`config.mk`:
```
export PLATFORM = sky130hd
export DESIGN_NAME = instr_encoder
export DESIGN_NICKNAME = d
export VERILOG_FILES = /design/src/rtl/instr_encoder.sv
export SDC_FILE = /design/constraint.sdc
export NUM_CORES = 1
export LEC_CHECK = 0
export BUFFER_PORTS_ARGS = -buffer_cell sky130_fd_sc_hd__buf_4
export CORE_MARGIN = 1
export CORE_UTILIZATION = 55
export CTS_CLUSTER_DIAMETER = 30
export DETAILED_ROUTE_END_ITERATION = 8
export PLACE_DENSITY = 0.81
export SLEW_MARGIN = 5
export SYNTH_ARGS = -nofsm -noshare
export SYNTH_HDL_FRONTEND = slang
export SYNTH_SLANG_ARGS = --single-unit
```
`constraint.sdc`:
```
create_clock -name clk -period 11.8 [get_ports clk]
set_clock_uncertainty 0.2 [all_clocks]
set_input_delay 1.18 -clock clk [delete_from_list [all_inputs] [get_ports clk]]
set_output_delay 1.18 -clock clk [all_outputs]
set_load 0.05 [all_outputs]
```
`src/rtl/instr_encoder.sv`:
```
// Two-stage RISC-V instruction encoder: packs decoded fields and an immediate into a
// 32-bit instruction word and flags immediates the format cannot represent.
module instr_encoder (
  input  logic        clk,
  input  logic        rst,
  input  logic        in_valid,
  output logic        in_ready,
  input  logic [6:0]  in_opcode,
  input  logic [4:0]  in_rd,
  input  logic [4:0]  in_rs1,
  input  logic [4:0]  in_rs2,
  input  logic [2:0]  in_funct3,
  input  logic [6:0]  in_funct7,
  input  logic [31:0] in_imm,
  output logic        out_valid,
  input  logic        out_ready,
  output logic [31:0] out_instr,
  output logic        out_err,
  output logic [15:0] enc_count,
  output logic [7:0]  err_count
);

  localparam int unsigned XLEN = 32;
  localparam int unsigned OPW  = 7;
  localparam int unsigned REGW = 5;
  localparam int unsigned F3W  = 3;
  localparam int unsigned F7W  = 7;
  localparam int unsigned ENCW = 16;
  localparam int unsigned ERRW = 8;

  localparam logic [OPW-1:0] OP_R     = 7'b0110011;
  localparam logic [OPW-1:0] OP_LOAD  = 7'b0000011;
  localparam logic [OPW-1:0] OP_IMM   = 7'b0010011;
  localparam logic [OPW-1:0] OP_JALR  = 7'b1100111;
  localparam logic [OPW-1:0] OP_STORE = 7'b0100011;
  localparam logic [OPW-1:0] OP_BR    = 7'b1100011;
  localparam logic [OPW-1:0] OP_LUI   = 7'b0110111;
  localparam logic [OPW-1:0] OP_AUIPC = 7'b0010111;
  localparam logic [OPW-1:0] OP_JAL   = 7'b1101111;
  localparam logic [XLEN-1:0] NOP     = 32'h0000_0013;

  logic            s1_valid_q, s1_valid_d;
  logic            s1_err_q;
  logic [OPW-1:0]  s1_op_q;
  logic [REGW-1:0] s1_rd_q, s1_rs1_q, s1_rs2_q;
  logic [F3W-1:0]  s1_f3_q;
  logic [F7W-1:0]  s1_f7_q;
  logic [XLEN-1:0] s1_imm_q;

  logic            out_valid_q, out_valid_d;
  logic [XLEN-1:0] out_instr_q, out_instr_d;
  logic            out_err_q, out_err_d;
  logic [ENCW-1:0] enc_count_q, enc_count_d;
  logic [ERRW-1:0] err_count_q, err_count_d;

  logic            range_err_c;
  logic [XLEN-1:0] pack_c;
  logic            s2_load, accept, deliver;

  // Range check on the incoming immediate, registered alongside the fields
  always_comb begin
    range_err_c = 1'b1;
    case (in_opcode)
      OP_R: range_err_c = 1'b0;
      OP_LOAD, OP_IMM, OP_JALR, OP_STORE:
        range_err_c = !((&in_imm[31:11]) || !(|in_imm[31:11]));
      OP_BR:
        range_err_c = !((&in_imm[31:12]) || !(|in_imm[31:12])) || in_imm[0];
      OP_LUI, OP_AUIPC:
        range_err_c = |in_imm[11:0];
      OP_JAL:
        range_err_c = !((&in_imm[31:20]) || !(|in_imm[31:20])) || in_imm[0];
      default: range_err_c = 1'b1;
    endcase
  end

  // Format packer; out-of-range immediates are packed from their truncated bits
  always_comb begin
    pack_c = NOP;
    case (s1_op_q)
      OP_R:
        pack_c = {s1_f7_q, s1_rs2_q, s1_rs1_q, s1_f3_q, s1_rd_q, s1_op_q};
      OP_LOAD, OP_IMM, OP_JALR:
        pack_c = {s1_imm_q[11:0], s1_rs1_q, s1_f3_q, s1_rd_q, s1_op_q};
      OP_STORE:
        pack_c = {s1_imm_q[11:5], s1_rs2_q, s1_rs1_q, s1_f3_q, s1_imm_q[4:0], s1_op_q};
      OP_BR:
        pack_c = {s1_imm_q[12], s1_imm_q[10:5], s1_rs2_q, s1_rs1_q, s1_f3_q,
                  s1_imm_q[4:1], s1_imm_q[11], s1_op_q};
      OP_LUI, OP_AUIPC:
        pack_c = {s1_imm_q[31:12], s1_rd_q, s1_op_q};
      OP_JAL:
        pack_c = {s1_imm_q[20], s1_imm_q[10:1], s1_imm_q[11], s1_imm_q[19:12],
                  s1_rd_q, s1_op_q};
      default: pack_c = NOP;
    endcase
  end

  // Pipeline control and next-state
  always_comb begin
    s2_load     = s1_valid_q & (~out_valid_q | out_ready);
    in_ready    = ~s1_valid_q | s2_load;
    accept      = in_valid & in_ready;
    deliver     = out_valid_q & out_ready;
    s1_valid_d  = accept | (s1_valid_q & ~s2_load);
    out_valid_d = s2_load | (out_valid_q & ~out_ready);
    out_instr_d = out_instr_q;
    out_err_d   = out_err_q;
    enc_count_d = enc_count_q;
    err_count_d = err_count_q;
    if (s2_load) begin
      out_instr_d = pack_c;
      out_err_d   = s1_err_q;
    end
    if (deliver) begin
      enc_count_d = enc_count_q + ENCW'(1);
      if (out_err_q && (err_count_q != {ERRW{1'b1}})) begin
        err_count_d = err_count_q + ERRW'(1);
      end
    end
  end

  always_ff @(posedge clk or posedge rst) begin
    if (rst) begin
      s1_valid_q  <= 1'b0;
      s1_err_q    <= 1'b0;
      s1_op_q     <= '0;
      s1_rd_q     <= '0;
      s1_rs1_q    <= '0;
      s1_rs2_q    <= '0;
      s1_f3_q     <= '0;
      s1_f7_q     <= '0;
      s1_imm_q    <= '0;
      out_valid_q <= 1'b0;
      out_instr_q <= '0;
      out_err_q   <= 1'b0;
      enc_count_q <= '0;
      err_count_q <= '0;
    end else begin
      s1_valid_q  <= s1_valid_d;
      out_valid_q <= out_valid_d;
      out_instr_q <= out_instr_d;
      out_err_q   <= out_err_d;
      enc_count_q <= enc_count_d;
      err_count_q <= err_count_d;
      if (accept) begin
        s1_err_q <= range_err_c;
        s1_op_q  <= in_opcode;
        s1_rd_q  <= in_rd;
        s1_rs1_q <= in_rs1;
        s1_rs2_q <= in_rs2;
        s1_f3_q  <= in_funct3;
        s1_f7_q  <= in_funct7;
        s1_imm_q <= in_imm;
      end
    end
  end

  assign out_valid = out_valid_q;
  assign out_instr = out_instr_q;
  assign out_err   = out_err_q;
  assign enc_count = enc_count_q;
  assign err_count = err_count_q;

endmodule

```
# Yosys cells after proc, flatten, opt, wreduce, memory -nomap -nowiden
# Cells that the tools add are included.
# Widths: inputs -> output; s select.
# word_totals
ff_bits	124
latch_bits	0
mem_bits_rw	0
mem_bits_ro	0
input_bits	68
output_inout_bits	59
wordCells	74
memories	0
# classes
add_sub_neg	2
n_mul	0
div	0
magnitude_cmp	0
eq_ne	19
shift	0
n_mux	2
bitwise	13
reduce_logical	24
# op_table
operator	n
$pmux 32 s6	1
$eq 7x6->1 const B	6
$eq 7x7->1 const B	6
$eq 7x5->1 const B	4
$reduce_or 12->1	2
$reduce_and 21->1	1
$reduce_or 21->1	1
$reduce_and 20->1	1
$reduce_or 20->1	1
$add 16x1->16 const B	1
$eq 7x2->1 const B	2
$reduce_and 12->1	1
$add 8x1->8 const B	1
$ne 8x8->1 const B	1
$logic_not 1->1	6
$and 1x1->1	5
$logic_or 1x1->1	5
$pmux 1 s5	1
$not 1->1	4
$or 1x1->1	4
$reduce_or 2->1	2
$reduce_or 4->1	1
$reduce_or 3->1	1
$reduce_and 2->1	1
$logic_and 1x1->1	1

# Longest topological paths before layout
# logic_depth
word_depth	6
depth_mapped	7

# Least setup slack after synthesis
# No wires, ideal clock.
# synth_path
kind	in2out
start	input out_ready
end	output in_ready
arrival_time_ps	1684
t_required_ps	10420
path_slack_ps	8736
path_stages	1
path_buffers	0
cell_sequence	nand3b_1
# synth_between
elab_chain_cells	3
# synth_lines
item	line	source
start: declaration	16	input logic out_ready,
$or 1x1->1	101	s2_load = s1_valid_q & (~out_valid_q | out_ready);
$and 1x1->1	101	
$or 1x1->1	102	in_ready = ~s1_valid_q | s2_load;
end: declaration	7	output logic in_ready,
# No other way between the ends.

# Worst setup path after layout
# Ends and elaborated chain as after synthesis.

==> results.cfg <==
[synthesis]
synthTopCellsByCount = 124 x dfrtp_1, 67 x mux2_2, 46 x nand2_1
yosysUniqueCellTypes = 50
ys.flop_type = dfrtp_1
yosysMostFrequentCell = dfrtp_1
ys_async_sr_fraction = 1.00
synth_edf_count = 0
synth.net_count = 530
syn_area_um2 = 5560
yosysTopAreaCellShare = 0.558
yosys_warnings = 0
synthCells = 460
avgSynthCellArea_um2 = 12.1
seq_area_frac_synth = 0.558
yosysTopAreaCell = dfrtp_1
ys_top_cells_by_area = dfrtp_1 56%, mux2_2 14%, nand2_1 3.1%
ys_ff_latch = 124

[timing]
slew_headroom = 0.336
fin_ws_ps = 8640
min_period_ps = 3160
finalSetupViolCount = 0
max_slew.worst_pin.slew_ps = 990
post-route-period-util = 0.268
fin_tns_setup_ps = 0
max_freq_ghz = 0.317
rsz0062_at_grt = no
timing.hold.ws_ps = 266
report.final.slew_viol_count = 0
hold_viol = 0

[cts]
cts_buffers = 17
cts_setup_buffers = 0
insertion_delay_ps = 510
ctsHoldBuffers = 0
clkSinkCount = 124
clk_transition_reported_paths_ps = 60
cts_resized = 0
htreeDepth = 4
cts_buffer_depth = 2
cts-root-buf = clkbuf_8
cts_tree = yes

[detailed_routing]
drt-total-wl_mm = 13.6
wl_per_cell_um = 18.6
drtAntennaViolNets = 0
dr.pass1.iters = 5
drc = 0
via_count = 4292
drtIter0Drc = 263
viasPerCell = 5.86

[place]
dpl_worst_slack_ps = 8650
placed_cells = 701
io_buffers = 126
dpl.hpwl_mm = 9.21
routabilityCongestion = 0.824

[setup_path]
required_ps = 10420
cp.arrival_ps = 1780
crit_buf_inv = 2
startpoint_type = input port
worst-path-max-fanout = 5
crit_family = buffers and inverters
critical_path.max_stage_delay_ps = 240
worstSetupEndpointType = primary output
critPathKind = in2out
path_cells = buf_4 > nand3b_1 > buf_4
slowest_stage = buf_4
cp_common_cell = buf_4

[run_status]
status = completed

[power_and_ir_drop]
leakagePower_nw = 3.19
powerDensity_nw_per_um2 = 189
ir_drop_uv = 151

[global_route]
grt_max_degree = 73
grt_antenna_before_repair = 0
track_usage = 0.276
grt-ovfl-total = 0
grt_pass1_vias = 4233
grt_pass1_wl_mm = 21.6

[floorplanning]
io_pins = 127
die_area_um2 = 10500
initial_core_util = 0.569
rows = 36
die_w_um = 103
dieHeight_um = 103
core-area_um2 = 9770

[finish]
n_antenna_cell = 0
syn2layout_area_growth_pct = 28.8
drive_above_1_share = 0.420
nets = 657
final_util = 0.732
final_cells = 733

[job]
drv_cap = 0

[hold_path]
hp-class = reg2reg
-- layer usage --
| layer | routed length [um] | part of all wire | global-route usage |
|---|---|---|---|
| met5 | 0 | 0 | 0 |
| met4 | 351 | 0.026 | 0.114 |
| met2 | 6700 | 0.49 | 0.437 |
| met1 | 5600 | 0.41 | 0.355 |
| met3 | 990 | 0.073 | 0.0820 |
-- cell usage in the layout, fill, tap and decap left out, types with 5 or more instances in the layout --
master and n:
nor2_1 34, and3_1 5, dfrtp_1 124, buf_4 129
o21ai_0 11, a221oi_1 9, nand4_1 15, o21ai_2 10
nor4_1 10, nand2_1 45, nand3_1 10, nand2b_1 6
mux2_2 67, a222oi_1 10, xnor2_1 14, a22oi_1 5
clkbuf_16 16, xor2_1 9, a21oi_1 6
-- stage by stage --
step                power [mW]  instance area, um2
floorplan                0.745                5560
global placement         0.832                6570
detailed placement       0.845                6570
CTS                       1.36                7160
global route              1.41                7160
finish                    1.36                7160
-- cell type report --
cell class	instances	area, um2
Inverter	2	10.0
Tap cell	133	166
Timing Repair Buffer	129	968
Clock buffer	18	418
Sequential cell	124	3100
Fill cell	678	2620
Multi-Input combinational cell	313	2320
Clock inverter	14	170
-- kinds of logic (layout without fill, tap and decap cells) --
kind of cell | count (synthesis) | after routing | share of synthesized area
compound gates | 73 | 73 | 0.103
xor+xnor | 23 | 23 | 0.0362
fa+ha+maj | 2 | 2 | 0.00450
buf+inv | 23 | 163 | 0.0245
flops | 124 | 124 | 0.558
mux | 67 | 67 | 0.136
simple gates | 148 | 148 | 0.138
-- final timing paths --
| check | startpoint | end | slack [ps] | cells past startpoint |
|---|---|---|---|---|
| min reg2reg | out_instr[1]$_DFFE_PP0P_ | out_instr[1]$_DFFE_PP0P_ | 270 | 1 |
| min | out_instr[1]$_DFFE_PP0P_ | out_instr[1]$_DFFE_PP0P_ | 270 | 1 |
| max in group asynchronous | rst | enc_count[6]$_DFFE_PP0P_ | 9450 | 3 |
| max | out_ready | in_ready | 8640 | 3 |
| min in group asynchronous | rst | s1_rs1_q[1]$_DFFE_PP0P_ | 560 | 2 |
| max reg2reg | s1_op_q[6]$_DFFE_PP0P_ | out_instr[25]$_DFFE_PP0P_ | 9380 | 4 |
-- flip-flops by register name (all words and copies together) (netlist names) --
signal      flops
enc_count      16
err_count       8
out_err         1
out_instr      32
out_valid       1
s1_err_q        1
s1_f3_q         3
s1_f7_q         7
s1_imm_q       32
s1_op_q         7
s1_rd_q         5
s1_rs1_q        5
s1_rs2_q        5
s1_valid_q      1
-- report_power, final --
part           leakage [nW]  total (mW)  switching (mW)  internal (mW)
clock network         0.278       0.515           0.193          0.322
registers              1.52       0.547          0.0623          0.485
logic                  1.39       0.294           0.180          0.114
total                  3.19        1.36           0.435          0.920
Power figures use the tool's default switching activity.
